### config.mk
export PLATFORM = sky130hd
export DESIGN_NAME = wr_channel_router
export DESIGN_NICKNAME = d
export VERILOG_FILES = /design/src/rtl/wr_channel_router.sv
export SDC_FILE = /design/constraint.sdc
export NUM_CORES = 1
export LEC_CHECK = 0
export CAP_MARGIN = 20
export CORE_MARGIN = 8
export CORE_UTILIZATION = 40
export CTS_CLUSTER_DIAMETER = 150
export DETAILED_ROUTE_END_ITERATION = 16
export DONT_BUFFER_PORTS = 1
export HOLD_SLACK_MARGIN = 0.02
export PLACE_DENSITY_LB_ADDON = 0.3
export SYNTH_ARGS = -nofsm -noshare
export SYNTH_HDL_FRONTEND = slang
export SYNTH_SLANG_ARGS = --single-unit
### constraint.sdc
create_clock -name clk -period 1.6 [get_ports clk]
set_input_delay 0.32 -clock clk [delete_from_list [all_inputs] [get_ports clk]]
set_output_delay 0.32 -clock clk [all_outputs]
set_load 0.05 [all_outputs]
### src/rtl/wr_channel_router.sv
// Write-channel router: captures one AW from the address decoder, steers AW/W/B to the
// selected slave and generates WLAST from a beat counter. Optional B watchdog: WR_ROUTER_TIMEOUT_EN.
module wr_channel_router #(
    parameter int LEN_W          = 8,
    parameter int TIMEOUT_CYCLES = 256
) (
    input  logic             clk,
    input  logic             rst,
    input  logic             wr_slave1_sel,
    input  logic             wr_slave2_sel,
    input  logic [31:0]      s1_wr_addr,
    input  logic [31:0]      s2_wr_addr,
    input  logic [LEN_W-1:0] m_awlen,
    input  logic             m_awvalid,
    output logic             m_awready,
    input  logic [31:0]      m_wdata,
    input  logic [3:0]       m_wstrb,
    input  logic             m_wlast,
    input  logic             m_wvalid,
    output logic             m_wready,
    output logic [1:0]       m_bresp,
    output logic             m_bvalid,
    input  logic             m_bready,
    output logic [LEN_W-1:0] s_awlen,
    output logic [31:0]      s_wdata,
    output logic [3:0]       s_wstrb,
    output logic             s_wlast,
    output logic [31:0]      s1_awaddr,
    output logic [31:0]      s2_awaddr,
    output logic             s1_awvalid,
    input  logic             s1_awready,
    output logic             s2_awvalid,
    input  logic             s2_awready,
    output logic             s1_wvalid,
    input  logic             s1_wready,
    output logic             s2_wvalid,
    input  logic             s2_wready,
    input  logic [1:0]       s1_bresp,
    input  logic             s1_bvalid,
    output logic             s1_bready,
    input  logic [1:0]       s2_bresp,
    input  logic             s2_bvalid,
    output logic             s2_bready,
    output logic             wlast_err
);

    // state | meaning
    // IDLE  | accepting a new AW from the master
    // ADDR  | presenting the latched AW to the selected slave
    // DATA  | steering W beats, counting toward the generated WLAST
    // RESP  | steering the B response back to the master
    typedef enum logic [1:0] {IDLE, ADDR, DATA, RESP} state_t;

    state_t           state_q, state_d;
    logic             sel2_q;
    logic [31:0]      s1_addr_q, s2_addr_q;
    logic [LEN_W-1:0] len_q;
    logic [LEN_W:0]   beat_cnt_q;
    logic             capture, beat_inc, last_beat, w_hs;
    logic             sel_awready, sel_wready, sel_bvalid, timed_out;
    logic [1:0]       sel_bresp;

    assign sel_awready = sel2_q ? s2_awready : s1_awready;
    assign sel_wready  = sel2_q ? s2_wready  : s1_wready;
    assign sel_bvalid  = sel2_q ? s2_bvalid  : s1_bvalid;
    assign sel_bresp   = sel2_q ? s2_bresp   : s1_bresp;
    // Extra counter bit lets a 256-beat burst reach its last beat without wrapping.
    assign last_beat   = (beat_cnt_q == {1'b0, len_q});
    assign w_hs        = m_wvalid & sel_wready;
    assign s1_awaddr   = s1_addr_q;
    assign s2_awaddr   = s2_addr_q;
    assign s_awlen     = len_q;

`ifdef WR_ROUTER_TIMEOUT_EN
    localparam int TMO_W = $clog2(TIMEOUT_CYCLES + 1);
    logic [TMO_W-1:0] tmo_cnt_q, tmo_cnt_d;

    assign timed_out = (tmo_cnt_q == TMO_W'(TIMEOUT_CYCLES));

    always_comb begin
        tmo_cnt_d = tmo_cnt_q;
        if (state_q != RESP) tmo_cnt_d = '0;
        else if (!timed_out && !sel_bvalid) tmo_cnt_d = tmo_cnt_q + 1'b1;
    end

    always_ff @(posedge clk) begin
        if (rst) tmo_cnt_q <= '0;
        else     tmo_cnt_q <= tmo_cnt_d;
    end
`else
    // Watchdog not built: RESP waits on the slave indefinitely.
    assign timed_out = (TIMEOUT_CYCLES < 0);
`endif

    always_comb begin
        state_d    = state_q;
        capture    = 1'b0;
        beat_inc   = 1'b0;
        m_awready  = 1'b0;
        m_wready   = 1'b0;
        m_bvalid   = 1'b0;
        m_bresp    = 2'b00;
        s_wdata    = '0;
        s_wstrb    = '0;
        s_wlast    = 1'b0;
        s1_awvalid = 1'b0;
        s2_awvalid = 1'b0;
        s1_wvalid  = 1'b0;
        s2_wvalid  = 1'b0;
        s1_bready  = 1'b0;
        s2_bready  = 1'b0;
        wlast_err  = 1'b0;
        if (!rst) begin
            case (state_q)
                IDLE: begin
                    m_awready = 1'b1;
                    if (m_awvalid && (wr_slave1_sel || wr_slave2_sel)) begin
                        capture = 1'b1;
                        state_d = ADDR;
                    end
                end
                ADDR: begin
                    s1_awvalid = ~sel2_q;
                    s2_awvalid = sel2_q;
                    if (sel_awready) state_d = DATA;
                end
                DATA: begin
                    s_wdata   = m_wdata;
                    s_wstrb   = m_wstrb;
                    s_wlast   = last_beat;
                    s1_wvalid = m_wvalid & ~sel2_q;
                    s2_wvalid = m_wvalid & sel2_q;
                    m_wready  = sel_wready;
                    if (w_hs) begin
                        beat_inc  = 1'b1;
                        wlast_err = (m_wlast != last_beat);
                        if (last_beat) state_d = RESP;
                    end
                end
                RESP: begin
                    if (timed_out) begin
                        m_bvalid = 1'b1;
                        m_bresp  = 2'b10;
                        if (m_bready) state_d = IDLE;
                    end else begin
                        m_bvalid  = sel_bvalid;
                        m_bresp   = sel_bresp;
                        s1_bready = m_bready & ~sel2_q;
                        s2_bready = m_bready & sel2_q;
                        if (sel_bvalid && m_bready) state_d = IDLE;
                    end
                end
                default: state_d = IDLE;
            endcase
        end
    end

    always_ff @(posedge clk) begin
        if (rst) begin
            state_q    <= IDLE;
            sel2_q     <= 1'b0;
            s1_addr_q  <= '0;
            s2_addr_q  <= '0;
            len_q      <= '0;
            beat_cnt_q <= '0;
        end else begin
            state_q <= state_d;
            if (capture) begin
                // Slave 1 wins if the decoder ever asserts both selects.
                sel2_q     <= ~wr_slave1_sel;
                s1_addr_q  <= wr_slave1_sel ? s1_wr_addr : '0;
                s2_addr_q  <= wr_slave1_sel ? '0 : s2_wr_addr;
                len_q      <= m_awlen;
                beat_cnt_q <= '0;
            end else if (beat_inc) begin
                beat_cnt_q <= beat_cnt_q + 1'b1;
            end
        end
    end

endmodule

# ---- Word level (Yosys, flattened, before mapping)
# Index checks and enable logic that the tools add are counted.
# W data, S select, Z words.
dict set report totals {
  ff_bits 84
  latchBits 0
  ramBits 0
  romBits 0
  in_bits 126
  elab_cells 77
  mem_count 0
}
dict set report op_classes {
  n_addsub 1
  mul 0
  n_div 0
  magnitude_cmp 0
  eq_ne 10
  shifts 0
  muxes 47
  bitwise_logic 7
  reduce_logical 6
}
# op count
set ops {}
lappend ops {{$mux W32} 4}
lappend ops {{$mux W1} 32}
lappend ops {{$mux W2} 8}
lappend ops {{$ne A2 B2 Y1 const B} 5}
lappend ops {{$add A9 B1 Y9 const B} 1}
lappend ops {{$eq A9 B8 Y1} 1}
lappend ops {{$mux W4} 2}
lappend ops {{$pmux W2 S4} 1}
lappend ops {{$and A1 B1 Y1} 5}
lappend ops {{$reduce_and A5 Y1} 1}
lappend ops {{$eq A2 B2 Y1 const B} 2}
lappend ops {{$eq A2 B1 Y1 const B} 1}
lappend ops {{$logic_and A1 B1 Y1} 2}
lappend ops {{$logic_not A2 Y1} 1}
lappend ops {{$not A1 Y1} 2}
lappend ops {{$reduce_or A2 Y1} 1}
lappend ops {{$logic_or A1 B1 Y1} 1}
lappend ops {{$ne A1 B1 Y1} 1}

# ---- Logic depth before layout (Yosys ltp)
dict set report logic_depth {
  word_depth 6
  depth_mapped 9
  depth_no_buf 7
}

# ---- Worst setup path after synthesis
# Ideal clock, no wire load.
dict set report synth_timing {
  kind {register -> output}
  startpoint {register state_q[0]}
  endpoint {output port wlast_err}
  t_arrival_ps 2265
  required_ps 1280
  path_slack_ps -985
  stages_incl_launch_ff 7
  n_path_buf 0
  cell_sequence {dfxtp_1 > inv_1 > ha_1 > nor2b_1 > and2_1 > nand2_1 > nor2_1}
}
dict set report synth_between {
  elab_chain_cells 3
}
# item line
set synth_rtl {}
lappend synth_rtl {{from (decl)} 54} ;# state_t state_q, state_d;
lappend synth_rtl {{from (signal assigned)} 167} ;# state_q <= state_d;
lappend synth_rtl {{$eq A2 B2 Y1} 114} ;# case (state_q)
lappend synth_rtl {{$mux W1} 114}
lappend synth_rtl {{$mux W1} 113} ;# if (!rst) begin
lappend synth_rtl {{to (decl)} 44} ;# output logic wlast_err
# No other way between the ends.

# ---- Final worst setup path
dict set report layout_timing {
  startpoint {register len_q[1] (netlist: s_awlen[1])}
  endpoint {output port wlast_err}
}
dict set report layout_between {
  elab_chain_cells 5
}
# item line
set layout_rtl {}
lappend layout_rtl {{from (decl)} 57} ;# logic [LEN_W-1:0] len_q;
lappend layout_rtl {{from (signal assigned)} 173} ;# len_q <= m_awlen;
lappend layout_rtl {{$eq A9 B8 Y1} 68} ;# assign last_beat = (beat_cnt_q == {1'b0, len_q});
lappend layout_rtl {{$ne A1 B1 Y1} 136} ;# wlast_err = (m_wlast != last_beat);
lappend layout_rtl {{$mux W1} 134} ;# if (w_hs) begin
lappend layout_rtl {{$mux W1} 114}
lappend layout_rtl {{$mux W1} 113}
# No other way between the ends.

==> metrics.cfg <==
[status]
outcome = finished, violations left
violations = setup timing

[final_layout]
ff_latch_area_sq_um = 1720
finalInstanceArea_sq_um = 4980
drive_gt1_frac = 0.481
final_common_cell = dfxtp_1
nets = 518
syn_to_final_growth_pct = 48.5
mostFrequentLayoutCells = dfxtp_1 (72), a22o_1 (67), and2_4 (39), buf_4 (30), buf_6 (20)
multiInputGateArea_sq_um = 1980
diodes = 0
final.fill_count = 674

[synthesis]
avgSynthCellArea_sq_um = 10.3
yosys.cell_types.count = 34
yosysTopAreaCell = dfxtp_1
async_flop_share = 0
yosysTopAreaCellShare = 0.501
netlist_top_cells_area = dfxtp_1 (50%), a22o_1 (17%), and2_1 (7.3%)
ys.flop_type = dfxtp_1
netlist_area_sq_um = 3350
ys.warnings.count = 0
ys_seq_area_frac = 0.501
syn_nets = 457
netlist_instances = 325
ys_ff_latch = 84
synth-edff-count = 0

[pwr]
power_switching_mw = 2.69
comb_power_share = 0.292
power_frac_seq = 0.461
clkPwrFrac = 0.247
p_sw_frac = 0.392
power_density_nw_per_um2 = 1370
intPower_mw = 4.16
power_mw = 6.85
peakVddDrop_mv = 0.812
power_leakage_nw = 2.03

[setup_path]
crit_path_end = wlast_err
crit_arrival_ns = 1.77
r2r_cells = 9
worstPathRequired_ns = 1.28
start_kind = flip-flop
critPathMaxStageDelay_ns = 0.36
worst-setup-path-type = flip-flop to output port
timing.rr.start = state_q[0]
reg2reg_slack_ns = -0.26
crit_start = s_awlen[1]
critPathSlowestCell = dfxtp_4
crit_path_cell_trace = xnor2_2 -> nand4_1 -> nor4_4 -> xnor2_1 -> nor2_4 -> buf_12
path_depth = 6
cp_top_family = simple AND/OR/NAND/NOR gates
critPathBufInv = 1
r2r_end = beat_cnt_q[4]
worst_setup_path_end_kind = output port
path_max_fanout = 3

[flow_run]
cap_violations = 0

[place]
dpl.hpwl_microns = 8640
routabilityCongestion = 0.768
place_area_sq_um = 4170
port_buffers = 0

[timing]
finClkSkew_ns = 0.00902
max_slew.worst_pin.slew_ns = 0.581
rsz0062_at_grt = yes
maxSlewViolCount = 0
relSlewSlack = 0.612
fmax_mhz = 478
finalCritPeriodShare = 1.31
finalHoldViolCount = 0
fin_ws_ns = -0.492
min_period_ns = 2.09
setup_viol = 89

[route]
avgRoutedWirePerCell_microns = 22.8
ant_nets = 0
routed_via_density = 5.48
first_iter_violations = 71
first_pass_iters = 4
drc_errors = 0
via_count = 2717
drt-total-wl_microns = 11300

[clock_tree]
cts_max_level = 3
clkSlewWorstSetupHoldPaths_ns = 0.09
cts_buffer_depth = 2
cts-root-buf = clkbuf_8
cts_tree = built
cts_made_buffers = 9
insertion_delay_ns = 0.35
cts-hold-fix-buffers = 0
numClockSinks = 84

[global_route]
grt_max_degree = 39
grt_pass1_wl_microns = 16300
grt_usage = 0.182
grt_pass1_vias = 2863
grt_overflow = 0
antenna_found_initial = 0

[die]
die_w_microns = 108
coreArea_sq_um = 8180
start_util = 0.410
std_cell_rows = 33
fp.dieH_microns = 108
dieArea_sq_um = 11600
ioPinCount = 247

[min_path]
min_path_type = input pin to flip-flop

[per-layer routing]
layer,wire (microns),global-route usage,share of wire,up-vias
met3,1410,0.0838,0.12,17
met4,204,0.0723,0.018,0
li1,-,-,-,1272
met1,3680,0.174,0.33,1253
met2,6030,0.330,0.53,175
met5,0,0,0,-
[sequential cells by signal, indices dropped and copies added (netlist names)]
register / cells
s1_awaddr: 32
state_q: 2
beat_cnt_q: 9
s_awlen: 8
s2_awaddr: 32
sel2_q: 1
[kinds of logic (layout without fill, tap and decap cells)]
logic type	count (synthesis)	count (layout)	synth area share
AOI/OAI and AO/OA	85	85	0.207
adders and majority gates	6	6	0.0224
DFF	84	84	0.501
xor gates and xnor gates	15	15	0.0392
buffers and inverters	30	96	0.0418
muxes	6	6	0.0198
and+or+nand+nor	99	99	0.169
[layout make-up]
class,count,area share
multi-input combinational,211,0.397
sequential,84,0.345
timing repair buffer,72,0.179
tap,105,0.0264
clock buffer,9,0.0249
clock inverter,7,0.0206
inverter,8,0.00753
[cell usage after synthesis (2+ instances only)]
| library cell | instances |
|---|---|
| a21o_1 | 2 |
| a21oi_1 | 9 |
| a22o_1 | 67 |
| and2_1 | 39 |
| buf_2 | 7 |
| buf_4 | 3 |
| clkbuf_1 | 10 |
| dfxtp_1 | 84 |
| ha_1 | 6 |
| inv_1 | 8 |
| mux2i_1 | 4 |
| nand2_1 | 8 |
| nand2b_1 | 4 |
| nand3_1 | 4 |
| nor2_1 | 24 |
| nor2b_1 | 3 |
| nor3_1 | 7 |
| nor4_2 | 4 |
| o21a_1 | 2 |
| o21ai_0 | 2 |
| or3_1 | 2 |
| xnor2_1 | 12 |
| xor2_1 | 3 |
[what timing repair did]
| item | in CTS | in global routing |
|---|---|---|
| setup buffers | 13 | 15 |
| pin swaps | 21 | 32 |
| gates resized for setup | 70 | 30 |
| endpoints found under the setup margin | 104 | 89 |
| cloned | 3 | 4 |
[worst reg2reg max path, stage by stage (launching register included)]
cell,delay [ns]
dfxtp_2,0.33
inv_2,0.08
ha_4,0.13
nor2b_4,0.20
buf_6,0.17
buf_6,0.10
nand4_4,0.11
buf_4,0.17
or3_4,0.38
a21oi_2,0.12
[worst min-delay path by stage]
stage / startpoint / end / slack, ns / depth (start not counted)
4_1_cts: rst / state_q[0] / 0.02 / 1
3_3_place_gp: rst / state_q[0] / 0.40 / 1
6_report: rst / state_q[0] / 0.05 / 1
2_1_floorplan: s1_wr_addr[0] / s1_awaddr[0] / 0.45 / 1
3_5_place_dp: rst / state_q[0] / 0.41 / 1
5_1_grt: rst / state_q[0] / 0.03 / 1
[power groups by stage]
stage               sequential, mW  combinational (mW)  clock, mW
floorplan                     3.26                1.03          0
global placement              3.19                1.56          0
detailed placement            3.19                1.59          0
CTS                           3.16                1.85       1.74
global route                  3.19                2.13       1.84
finish                        3.16                2.00       1.69
[metrics by stage]
step / hold WS (ns) / setup TNS [ns] / setup WS [ns] / util / std cells
6_report: 0.0484 / -16.94 / -0.492 / 0.609 / 496
5_1_grt: 0.0303 / -24.20 / -0.595 / 0.609 / 496
4_1_cts: 0.0210 / -14.72 / -0.513 / 0.587 / 485
3_5_place_dp: 0.411 / -0.798 / -0.159 / 0.510 / 459
3_3_place_gp: 0.405 / -0.165 / -0.114 / 0.510 / 459
2_1_floorplan: 0.446 / -5.40 / -0.216 / - / 325
No activity file was read; power rests on OpenSTA's default activity.
